==> src/rtl/uart_rx_fsm_if.sv <==
// Serial-side interface of the UART receiver: the raw line in and the
// registered {parity, data} word out.
interface uart_rx_fsm_if #(
    parameter int DATA_BITS = 8
);
    logic                 serialInput;
    logic [DATA_BITS:0]   dataParityOut;

    modport master (
        output serialInput,
        input  dataParityOut
    );

    modport slave (
        input  serialInput,
        output dataParityOut
    );
endinterface

==> src/rtl/uart_rx_fsm.sv <==
// UART receive FSM clocked by the oversampling baud tick: 1 start bit, DATA_BITS
// data bits (LSB first), 1 raw parity bit and 1 stop bit per frame.
module uart_rx_fsm #(
    parameter int OVERSAMPLE = 16,
    parameter int DATA_BITS  = 8
) (
    input  logic          baudRateOut,
    input  logic          rst,
    uart_rx_fsm_if.slave  rx
);
    localparam int CNT_W = $clog2(OVERSAMPLE);
    localparam int BIT_W = (DATA_BITS > 1) ? $clog2(DATA_BITS) : 1;
    localparam logic [CNT_W-1:0] MID_START = CNT_W'(OVERSAMPLE / 2 - 1);
    localparam logic [CNT_W-1:0] LAST_TICK = CNT_W'(OVERSAMPLE - 1);
    localparam logic [BIT_W-1:0] LAST_BIT  = BIT_W'(DATA_BITS - 1);

    typedef enum logic [2:0] {
        IDLE,
        START,
        DATA,
        PARITY,
        STOP
    } state_t;

    state_t                 state_q, state_d;
    logic [CNT_W-1:0]       cnt_q, cnt_d;
    logic [BIT_W-1:0]       bit_idx_q, bit_idx_d;
    logic [DATA_BITS-1:0]   shift_q, shift_d;
    logic                   parity_q, parity_d;
    logic [DATA_BITS:0]     out_q, out_d;
    logic                   sync1_q, sync2_q;
    logic                   line;

    assign line             = sync2_q;
    assign rx.dataParityOut = out_q;

    // Synchroniser resets to the idle-high level so a reset never looks like a start edge.
    always_ff @(posedge baudRateOut) begin
        if (rst) begin
            sync1_q   <= 1'b1;
            sync2_q   <= 1'b1;
            state_q   <= IDLE;
            cnt_q     <= '0;
            bit_idx_q <= '0;
            shift_q   <= '0;
            parity_q  <= 1'b0;
            out_q     <= '0;
        end else begin
            sync1_q   <= rx.serialInput;
            sync2_q   <= sync1_q;
            state_q   <= state_d;
            cnt_q     <= cnt_d;
            bit_idx_q <= bit_idx_d;
            shift_q   <= shift_d;
            parity_q  <= parity_d;
            out_q     <= out_d;
        end
    end

    always_comb begin
        state_d   = state_q;
        cnt_d     = cnt_q;
        bit_idx_d = bit_idx_q;
        shift_d   = shift_q;
        parity_d  = parity_q;
        unique case (state_q)
            IDLE: begin
                cnt_d = '0;
                if (!line) begin
                    state_d = START;
                end
            end
            START: begin
                if (cnt_q == MID_START) begin
                    cnt_d     = '0;
                    bit_idx_d = '0;
                    state_d   = line ? IDLE : DATA;
                end else begin
                    cnt_d = cnt_q + 1'b1;
                end
            end
            DATA: begin
                if (cnt_q == LAST_TICK) begin
                    cnt_d            = '0;
                    shift_d[bit_idx_q] = line;
                    if (bit_idx_q == LAST_BIT) begin
                        state_d = PARITY;
                    end else begin
                        bit_idx_d = bit_idx_q + 1'b1;
                    end
                end else begin
                    cnt_d = cnt_q + 1'b1;
                end
            end
            PARITY: begin
                if (cnt_q == LAST_TICK) begin
                    cnt_d    = '0;
                    parity_d = line;
                    state_d  = STOP;
                end else begin
                    cnt_d = cnt_q + 1'b1;
                end
            end
            STOP: begin
                if (cnt_q == LAST_TICK) begin
                    cnt_d   = '0;
                    state_d = IDLE;
                end else begin
                    cnt_d = cnt_q + 1'b1;
                end
            end
            default: begin
                state_d = IDLE;
                cnt_d   = '0;
            end
        endcase
    end

    // A low stop sample is a framing error: the frame is dropped and the old word kept.
    always_comb begin
        out_d = out_q;
        if (state_q == STOP && cnt_q == LAST_TICK && line) begin
            out_d = {parity_q, shift_q};
        end
    end
endmodule

==> src/flat_wrapper.sv <==
// flat-port wrapper written by rule: the top's interface ports become plain ports
module uart_rx_fsm_flat 
#(
    parameter int OVERSAMPLE = 16,
    parameter int DATA_BITS  = 8
)
  (baudRateOut, rst, rx_serialInput, rx_dataParityOut);
  uart_rx_fsm_if #(.DATA_BITS(DATA_BITS)) rx_i ();
  input  logic baudRateOut;
  input  logic rst;
  input wire logic [$bits(rx_i.serialInput)-1:0] rx_serialInput;
  output wire logic [$bits(rx_i.dataParityOut)-1:0] rx_dataParityOut;
  assign rx_i.serialInput = rx_serialInput;
  assign rx_dataParityOut = rx_i.dataParityOut;
  uart_rx_fsm #(.OVERSAMPLE(OVERSAMPLE), .DATA_BITS(DATA_BITS)) u_core (.baudRateOut(baudRateOut), .rst(rst), .rx(rx_i));
endmodule
==> config.mk <==
export PLATFORM = sky130hd
export DESIGN_NAME = uart_rx_fsm_flat
export DESIGN_NICKNAME = d
export VERILOG_FILES = /design/src/rtl/uart_rx_fsm_if.sv /design/src/rtl/uart_rx_fsm.sv /design/src/flat_wrapper.sv
export SDC_FILE = /design/constraint.sdc
export NUM_CORES = 1
export LEC_CHECK = 0
export BUFFER_PORTS_ARGS = -buffer_cell sky130_fd_sc_hd__buf_4
export CAP_MARGIN = 20
export CORE_MARGIN = 4
export CORE_UTILIZATION = 50
export CTS_BUF_LIST = sky130_fd_sc_hd__clkbuf_4 sky130_fd_sc_hd__clkbuf_8 sky130_fd_sc_hd__clkbuf_16
export DETAILED_ROUTE_END_ITERATION = 8
export MAX_ROUTING_LAYER = met4
export PLACE_DENSITY = 0.73
export SYNTH_ARGS = -nofsm -noshare
export SYNTH_HDL_FRONTEND = slang
export SYNTH_SLANG_ARGS = --single-unit
export TNS_END_PERCENT = 30
==> constraint.sdc <==
create_clock -name baudRateOut -period 3.82 [get_ports baudRateOut]
set_input_delay 0 -clock baudRateOut [delete_from_list [all_inputs] [get_ports baudRateOut]]
set_output_delay 0 -clock baudRateOut [all_outputs]
set_load 0.005 [all_outputs]
[After elaboration in Yosys (flattened, before gate mapping)]
Cells that the tools add are included.
W data, S select, Z words.
Storage, ports and cells
  register bits after elaboration: 30
  input port bits: 3
  output and inout port bits: 9
Operators by class
  add/subtract/negate cells: 2
  magnitude comparators: 2
  equality and inequality tests: 14
  multiplexer cells: 18
  reduce and logical (&&, ||, !) cells: 10
Operators with widths (number)
  $mux W3: 9
  $pmux W3 S5: 1
  $ne A2 B1 Y1 const B: 5
  $bwmux W8: 1
  $mux W4: 2
  $pmux W4 S2: 1
  $eq A3 B2 Y1 const B: 2
  $eq A3 B3 Y1 const B: 2
  $pmux W3 S2: 1
  $reduce_and A6 Y1: 1
  $add A4 B1 Y4 const B: 1
  $eq A4 B3 Y1 const B: 1
  $eq A4 B4 Y1 const B: 1
  $lt A3 B4 Y1 const B: 1
  $ne A2 B2 Y1 const B: 2
  $reduce_and A2 Y1: 2
  $reduce_and A4 Y1: 1
  $add A3 B1 Y3 const B: 1
  $demux W1 S3: 1
  $eq A3 B1 Y1 const B: 1
  $ge A3 B1 Y1 const B: 1
  $logic_and A1 B1 Y1: 3
  $logic_not A3 Y1: 1
  $reduce_or A3 Y1: 1
  other kinds (3): 3

[Longest topological paths before layout]
Gate-level depths: netlist of the first run.
  depth in word-level cells: 5
  mapped depth: 7

[Worst setup path before layout of the first run]
No wires, ideal clock.
  path kind: register to register
  start: register u_core.cnt_q[0]
  end: register u_core.out_q[0], in the netlist u_core.rx.dataParityOut[0]
  setup time: 128 ps
  arrival time: 1436 ps
  setup slack: 2256 ps
  stages on the path, launching flop included: 8
  path buffers: 2
  clock period less this slack: 1564 ps
  path through: dfxtp_1 ha_1 and3_1 buf_2 nand4_1 buf_2 mux2i_1 nor2_1
On the way
  cells in the longest elaborated chain, start to end: 3
Ends and longest elaborated chain
  start: declaration: RTL line uart_rx_fsm.sv:26  | logic [CNT_W-1:0] cnt_q, cnt_d;
  start signal: assignment: RTL line uart_rx_fsm.sv:52  | cnt_q <= cnt_d;
  $eq A4 B4 Y1: RTL line uart_rx_fsm.sv:122  | if (state_q == STOP && cnt_q == LAST_TICK && line) begin
  $logic_and A1 B1 Y1 (2 in series): RTL line uart_rx_fsm.sv:122
  end signal: assignment: RTL line uart_rx_fsm.sv:56  | out_q <= out_d;
  end: declaration: RTL line uart_rx_fsm.sv:30  | logic [DATA_BITS:0] out_q, out_d;
No other way between the ends.
A chain may end at the register's enable or synchronous reset.

[Final worst setup path of the first run]
  start: register u_core.cnt_q[0]
  end: register u_core.out_q[5], in the netlist u_core.rx.dataParityOut[5]
The elaborated chain is that of the path after synthesis.

==> results of run 1 <==
-- layer usage --
metal / vias to the layer above / global-route usage, % / share of wire (%)
li1: 532 / - / -
met1: 488 / 21.2 / 46
met2: 17 / 24.7 / 48
met3: 5 / 6.48 / 4.2
met4: 0 / 6.65 / 1.8
met5: - / - / 0
-- layout by cell type (no fill, tap or decap), types with 2 or more instances in the layout --
master,synthesis,routed
nor2_1,25,25
nor2b_1,2,2
nand2_1,10,10
nand2b_1,2,2
nand4_1,5,5
nand3_1,2,2
xor2_1,2,2
nor3b_1,3,3
ha_1,3,3
nor4_1,4,4
nand4b_1,2,2
bufinv_16,0,2
dfxtp_1,30,30
buf_4,0,11
a21oi_1,3,3
clkbuf_4,0,5
and2_1,2,2
inv_1,3,3
or2_2,3,3
mux2i_1,21,21
-- synth_stat cells, types with 4 or more instances --
master	n
mux2i_1	21
buf_2	4
nand4_1	5
clkbuf_1	4
dfxtp_1	30
nor4_1	4
nor2_1	25
nand2_1	10
-- layout make-up --
type,instances,area share (%)
tap,30,2.42
timing repair buffer,12,5.98
clock inverter,2,3.88
inverter,3,0.727
clock buffer,6,3.31
multi-input combinational,105,44.9
sequential,30,38.8
-- worst max-delay path: stages, from the launching register on --
cell and delay [ns]:
dfxtp_1 0.37, ha_1 0.25, and3_1 0.37, nand4_1 0.57
mux2i_1 0.36, nor2_1 0.06
-- final timing paths --
path,startpoint,to,cells after the start
worst max-delay path,u_core.cnt_q[0],u_core.rx.dataParityOut[5],5
worst min-delay path,rst,u_core.parity_q,2
worst max register to register,u_core.cnt_q[0],u_core.rx.dataParityOut[5],5
worst min register to register,u_core.sync1_q,u_core.line,1
-- cells by family after synthesis --
kind of cell | Yosys count
xor gates and xnor gates | 2
DFF | 30
adders and majority gates | 3
muxes | 21
AOI/OAI and AO/OA | 12
buffers and inverters | 12
and+or+nand+nor | 67
-- power groups by stage --
stage               clock network (mW)  logic, mW  registers [mW]
floorplan                            0     0.0496           0.329
global placement                     0     0.0454           0.340
detailed placement                   0     0.0462           0.341
CTS                              0.336     0.0476           0.333
global route                     0.353     0.0552           0.336
finish                           0.329     0.0474           0.334
-- repair_timing --
item / CTS / global route
endpoints found under the setup margin: 0 / 0
hold buffers: 1 / 0
hold endpoints to repair: 1 / 0
-- sequential cells by signal, summed over array words and instances (netlist names) --
name and flops:
u_core.bit_idx_q 3, u_core.cnt_q 4, u_core.line 1, u_core.parity_q 1
u_core.rx.dataParityOut 9, u_core.shift_q 8, u_core.state_q 3, u_core.sync1_q 1
-- through the flow --
stage	area (um2)	cells
global route	1550	188
floorplan	1350	147
CTS	1550	188
finish	1550	188
detailed placement	1430	179
global placement	1430	179
==> summary by stage, run 1 <==
Worst hold path
The type of the tightest min-delay check is in -> reg.

CTS
Buffers inserted during clock tree synthesis total 5. The tree built by TritonCTS fans out to 30 sinks. In this run, post-CTS repair resized a total of 0 instances. Post-CTS timing repair inserted 0 buffers for setup. The clock network latency to the later pin of the worst-skew pair is 0.32 ns. The cell sitting at the root of the clock tree is a clkbuf_4. The longest clock path from root to sink contains 2 buffers. The number of H-tree branching levels is 2.

TritonCTS built the clock tree. The clock-pin slew on the worst setup and hold paths is 0.10 ns.

Cells and area
Summing all multi-input logic gate instances after layout gives around 700 um2. The total of fill cells in the finished design is around 220. The sequential cell area is ~600 um2. The area overhead of the layout relative to synthesis is 14.4%. Measured on the finished design, the core utilization comes to about three fifths. The fraction of final layout cells with drive strength greater than 1 is between 10% and 20%. The number of nets at the end of the flow is roughly 160.

The count of antenna diodes in the layout is 0.

STA
The count of endpoints failing hold in the final timing report is 0. Counting I/O delays and the setup requirement, the final critical path takes between 2 and 2.5 ns. The final number of max-transition violations is 0. Setup violations remaining at the end of the flow were counted as 0. Static timing analysis puts the maximum clock frequency at around 0.48 GHz. The clock skew after layout is between 0.009 and 0.01 ns. Headroom to the max-slew limit came out at between 50% and 60%. Adding up every negative setup slack in the final design gives 0 ns. Setup slack closes at ~1.7 ns. The actual slew at the worst max-slew pin is ~0.63 ns. Setup repair after global routing left no endpoint under its margin.

After layout, the worst path uses around 54% of the clock period. Hold is met by around 0.026 ns.

Power
Summed over all cells, the static leakage comes to 0.696 nW. In this run switching power makes up roughly 20% of total power. The clock network accounts for a little under half of the total power. For this design the ratio of total power to cell area is approximately 460 nW/um2. Across the VDD grid, the largest voltage drop is around 360 uV. The switching power summed over all nets is about 0.15 mW. In this run, the combinational gates consume under 10% of the power. The overall power consumption is around 0.71 mW. Sequential cells account for 47.0% of the total power. The internal power summed over all cells is ~0.56 mW.

Yosys
The compound-cell area share of the yosys netlist is around 6.1%. Averaged over all synthesized cells, the footprint is about 9 um2. The most frequently used flop master after synthesis is dfxtp_1. Yosys mapped a number of flops with a built-in enable equal to 0. In this run the biggest area consumer among cell types represents 44.4% of the synthesized area. The area share of fa/ha/maj cells after synthesis is 2.77%. Sorting the synthesized cells by area gives the leading types as dfxtp_1, mux2i_1, nor2_1. The synthesized netlist devotes between 20% and 30% of its cell area to simple gates.

The combinational family with the most area after synthesis is simple AND/OR/NAND/NOR gates. The portion of synthesized area spent on multiplexers is roughly 16%. The instance count of the mapped netlist is between 100 and 150. The xor/xnor share of the synthesized area is 1.29%. The sequential-to-total area share from yosys stat is roughly 44%.

The net count after synthesis is about 150. The flip-flop and latch count after synthesis is 30. The proportion of synthesized flip-flops having asynchronous set or reset is 0%.

The number of warnings reported in the yosys synthesis log is 0. After synthesis, the netlist uses 36 different library cells. The mapped netlist covers ~1400 um2. The post-synthesis cell type with the largest combined area is dfxtp_1.

Route
The detail route stage leaves a number of antenna-violating nets equal to 0. The detailed-route DRC error count is 0. The total routed wirelength is roughly 2.5 mm. Across all layers, the routed design uses roughly 1000 vias. Before antenna repair, the detailed router went through 6 iterations. After the first detailed-routing iteration, the DRC count stood at 29.

The routed length per instance is 13.1 um. Dividing the detail-routed via count by the number of cells gives 5.54.

Placed design
Detailed placement finished with a half-perimeter wire length of around 1.7 mm. At the end of routability-driven placement, the weighted congestion stood at between 0.7 and 0.8. Buffers placed on the I/O ports in this run total 11. The worst-case setup slack after placement is around 1.7 ns.

Critical path
Of all nets on the critical path, the largest fanout is 10. The internal reg-to-reg setup slack is 1.74 ns. The worst setup path is of the reg -> reg kind. The endpoint class of the critical path is a flip-flop. At the worst endpoint, the required time is between 4 and 5 ns. STA classifies the critical path startpoint as a flip-flop. Data arrives at the worst endpoint at around 2.3 ns.

Global route
The initial antenna violation count is 0. The wire length of the first global-routing pass is 4.36 mm. The via count of the first global-routing pass is slightly below 1000.

Across every metal layer, demand over resource in global routing totals about 17%. Entering global routing, the biggest net connects 28 pins. The global route total overflow is 0.

Run
The number of maximum-capacitance violations is 0.

Floorplanning
The area of the die is roughly 3600 um2. The standard cell core area is roughly 2500 um2. After floorplanning, the core was divided into 18 placement rows.

The initial core utilization is a little over half. The floorplan step set the die width to 60.0 um. Pin placement for this block handled 12 I/O pins. Measured along the y axis, the die boundary spans between 60 and 70 um.

Status
The run finished with clean final reports.
(Power assumes the default switching activity.)
==> run 2, diff against run 1 <==
--- a/config.mk
+++ b/config.mk
@@ -5,6 +5,7 @@
 export SDC_FILE = /design/constraint.sdc
 export NUM_CORES = 1
 export LEC_CHECK = 0
+export ABC_AREA = 1
 export BUFFER_PORTS_ARGS = -buffer_cell sky130_fd_sc_hd__buf_4
 export CAP_MARGIN = 20
 export CORE_MARGIN = 4
@@ -12,7 +13,7 @@
 export CTS_BUF_LIST = sky130_fd_sc_hd__clkbuf_4 sky130_fd_sc_hd__clkbuf_8 sky130_fd_sc_hd__clkbuf_16
 export DETAILED_ROUTE_END_ITERATION = 8
 export MAX_ROUTING_LAYER = met4
-export PLACE_DENSITY = 0.73
+export PLACE_DENSITY = 0.76
 export SYNTH_ARGS = -nofsm -noshare
 export SYNTH_HDL_FRONTEND = slang
 export SYNTH_SLANG_ARGS = --single-unit
==> constraint.sdc (replaced) <==
create_clock -name baudRateOut -period 1.71 [get_ports baudRateOut]
set_input_delay 0 -clock baudRateOut [delete_from_list [all_inputs] [get_ports baudRateOut]]
set_output_delay 0 -clock baudRateOut [all_outputs]
set_load 0.005 [all_outputs]
==> run 2 against run 1 <==
  * Worst setup slack worse by 1.6 ns
  * First-iteration DRC count increased by 100%
  * Synthesized cell count grew 27%
  * Routed wire length is 20% higher
  * Global-route usage increased by 3.4 points
  * Final area up 1.3%
  * Sequential share of layout area down 0.49 points
  * Clock skew up 0.0023 ns
  * Cell count grew 27%
  * Register-to-register slack got worse by 1.6 ns
==> summary by stage, run 2 <==
Floorplanning
The standard cell core area is 2520 um2 (unchanged). The width of the die is 59.7 um (-0.52%). The initial core utilization is 53.0% (-0.64 points).

The area of the die is 3570 um2 (-1.0%). The count of standard-cell rows is 18 (unchanged). The height of the die was 59.7 um (-0.52%). The I/O pin count was 12 (unchanged).

Critical path
STA classifies the critical path endpoint as a flip-flop. The highest fanout seen on the critical path was 8 (-2). The type of the setup path with the least slack is reg -> reg. The data arrival time of the critical path is 1.86 ns (-0.44 ns). The required time of the worst setup path is 1.99 ns (-2.05 ns). The worst setup path is launched from a flip-flop.

Yosys
The multiplexer share of the synthesized area is 0% (-16 points). The combinational family with the most area after synthesis is simple AND/OR/NAND/NOR gates. The flip-flop and latch count after synthesis came to 30 (unchanged). Yosys attributes the largest share of cell area to dfxtp_1, nor2_1, nand2_1. The area share of fa/ha/maj cells after synthesis is 2.81% (+0.034 points). The most common cell in the synthesized netlist is nor2_1.

The net count after synthesis is 192 (+25%). The area of the mapped netlist is 1340 um2 (-1.2%). The number of warnings reported in the yosys synthesis log was 0 (unchanged).

Of all cell types, the one taking the most synthesized area is dfxtp_1. The compound-cell area share of the yosys netlist is 9.73% (+3.6 points). The average size of a mapped cell is 7.19 um2 (-22%). The instance count of the mapped netlist was 186 (+27%). The sequential-to-total area share from yosys stat is 44.9% (+0.54 points). The most frequently used flop master after synthesis is dfxtp_1. The proportion of synthesized flip-flops having asynchronous set or reset came to 0% (unchanged). The count of distinct cell types in the synthesized netlist was 20 (-44%). The number of enable flip-flop cells after synthesis is 0 (unchanged). The top cell type's share of synthesized area is 44.9% (+0.54 points). The area share of and/or/nand/nor cells after synthesis is 36.5% (+11 points). The xor/xnor share of the synthesized area is 0.655% (-0.64 points). The commonest cells after synthesis are nor2_1, nand2_1, dfxtp_1, o21ai_0, inv_1.

Global route
The global router's overall resource usage is 20.4% (+3.4 points). The global route total overflow is 0 (unchanged). The largest net degree at the start of global routing was 17 (-39%). The via count of the first global-routing pass came to 1155 (+18%). The wire length of the first global-routing pass is 5.14 mm (+18%). The initial antenna violation count is 0 (unchanged).

Route
The routed length per instance was 12.4 um (-5.4%). The DRC marker count from the first detailed-route iteration came to 59 (+100%). The iteration count of the initial detailed-routing pass was 4 (-2). The number of routed nets with antenna violations is 0 (unchanged). The routed via count divided by cell count is 5.26 (-5.2%). The total routed wirelength is 2.97 mm (+20%). The count of vias placed by the detailed router is 1256 (+21%).

The detailed-route DRC error count is 0 (unchanged).

STA
The final number of max-transition violations is 0 (unchanged). The clock skew after layout came to 0.0114 ns (+0.00230 ns). The worst relative slew slack came to 74.0% (+16 points). The actual slew at the worst max-slew pin is 0.389 ns (-0.241 ns). The count of endpoints failing hold in the final timing report is 0 (unchanged). The final critical path time including I/O delays and setup was 1.58 ns (-0.497 ns). The setup violation total in the final timing report came to 0 (unchanged). The worst-case setup margin in the final layout was 0.128 ns (-1.61 ns).

The final hold slack is 0.414 ns (+0.389 ns). The highest clock frequency the design can meet is 0.632 GHz (+31%). The post-route fraction of the period consumed by the critical path is 92.5% (+38 points).

Cells and area
The number of nets at the end of the flow is 214 (+31%). The final cell utilization of the core is 62.2% (+0.79 points). The flip-flop count of the largest register, all copies and words added came to 9 (unchanged).

The sequential cell area is 601 um2 (unchanged). The total of fill cells in the finished design is 221 (-0.45%). In the layout the commonest cells are nor2_1, nand2_1, dfxtp_1, o21ai_0, buf_4. The count of placed standard cells in the final layout, fillers left out is 239 (+27%). The post-route cell area was 1570 um2 (+1.3%). The leading cell type in the layout, fill and taps excluded is nor2_1.

The count of antenna diodes in the layout was 0 (unchanged). The fraction of final layout cells with drive strength greater than 1 is 18.2% (+2.4 points). The area of the multi-input gates is 664 um2 (-4.5%).

The area overhead of the layout relative to synthesis is 17.3%.

Power
The internal power summed over all cells is 1.16 mW (+110%). The power share of the clock group is 23.6% (-23 points). The switching share of power was 39.4% (+19 points).

The sequential power share came to 42.9% (-4.1 points). The ratio of total power to cell area is 1220 nW/um2 (+170%). The switching power summed over all nets was 0.757 mW (+420%). The combinational cell fraction of total power is 33.5% (+27 points). The peak supply drop is 788 uV (+120%).

The leakage power summed over all cells came to 0.727 nW (+4.4%).

Run
The number of maximum-capacitance violations is 0 (unchanged).

CTS
The clock-pin slew on the worst setup and hold paths is 0.10 ns (about the same). In this run the clock root is driven by a clkbuf_4. The clock network latency to the later pin of the worst-skew pair is 0.34 ns (+0.02 ns).

The number of cells upsized or downsized after cts came to 0 (unchanged). The largest buffer count on any clock path is 2 (unchanged). The number of buffers inserted during clock tree synthesis is 5 (unchanged).

The clock sink count is 30 (unchanged). The number of H-tree branching levels was 2 (unchanged). The TritonCTS clock tree is done.

Placed design
The standard cell area after detailed placement is 1450 um2 (+1.8%). The final RePlAce weighted congestion came to 0.859 (+13%). The instance count after placement with tap cells included is 225 (+26%). The worst-case setup slack after placement is 0.123 ns (-1.60 ns). The HPWL after detailed placement is 2.13 mm (+26%). The number of port buffers is 11 (unchanged).

Worst hold path
In this run the worst hold path is classified as reg -> reg.

Status
The flow ran to the end, and the final reports show no timing, DRC or antenna violations.
-- run 2: cell count changes after synthesis, sizes merged, moves of 7 or more --
cell / delta
mux2i: -21
o21ai: +14
nand2: +28
nor3: +7
inv: +13
nor2: +24
a21oi: +7
-- run 2: per-layer routing --
| layer | GRT usage, % | vias to the layer above | wire (um) |
|---|---|---|---|
| met2 | 31.3 | 28 | 1400 |
| met5 | - | - | 0 |
| li1 | - | 637 | - |
| met1 | 22.8 | 584 | 1370 |
| met4 | 12.0 | 0 | 59 |
| met3 | 7.13 | 7 | 138 |
-- run 2: final timing paths --
kind | slack (ns) | from | end | cells after the start
worst max register to register | 0.13 | u_core.cnt_q[0] | u_core.rx.dataParityOut[4] | 8
worst min-delay path | 0.41 | u_core.sync1_q | u_core.line | 1
worst max-delay path | 0.13 | u_core.cnt_q[0] | u_core.rx.dataParityOut[4] | 8
worst min register to register | 0.41 | u_core.sync1_q | u_core.line | 1
-- run 2: logic make-up (layout without fill, tap and decap cells) --
logic type,Yosys count,after routing
compound gates,26,26
xor+xnor,1,1
fa+ha+maj,3,3
buf+inv,19,42
flops,30,30
simple gates,107,107
-- run 2: timing repair --
action / in CTS / in global routing
setup endpoints to repair: 0 / 7
endpoints found under the hold margin: 11 / 0
buffers inserted: 0 / 3
hold buffers: 3 / 0
-- run 2: power groups by stage --
stage | sequential (mW) | combinational [mW] | clock, mW
4_1_cts | 0.824 | 0.639 | 0.464
5_1_grt | 0.833 | 0.746 | 0.501
6_report | 0.825 | 0.643 | 0.453
3_5_place_dp | 0.841 | 0.629 | 0
2_1_floorplan | 0.824 | 0.521 | 0
3_3_place_gp | 0.836 | 0.613 | 0
-- run 2: area by class of cell --
| type | count | share of cell area [%] |
|---|---|---|
| multi-input combinational | 137 | 42.3 |
| sequential | 30 | 38.3 |
| timing repair buffer | 18 | 9.09 |
| inverter | 16 | 3.83 |
| clock buffer | 6 | 3.27 |
| tap | 30 | 2.39 |
| clock inverter | 2 | 0.797 |
-- run 2: through the flow --
| step | TNS [ns] | power [mW] |
|---|---|---|
| 6_report | 0 | 1.92 |
| 5_1_grt | -0.00424 | 2.08 |
| 4_1_cts | 0 | 1.93 |
| 3_5_place_dp | 0 | 1.47 |
| 3_3_place_gp | 0 | 1.45 |
| 2_1_floorplan | 0 | 1.34 |
-- run 2: worst max-delay path: stages (launching register included) --
cell and delay (ns):
dfxtp_1 0.36, ha_1 0.20, nand2_2 0.08, inv_1 0.08
nand2_2 0.12, nor3_4 0.30, buf_4 0.18, o21ai_0 0.07
nor2_1 0.14
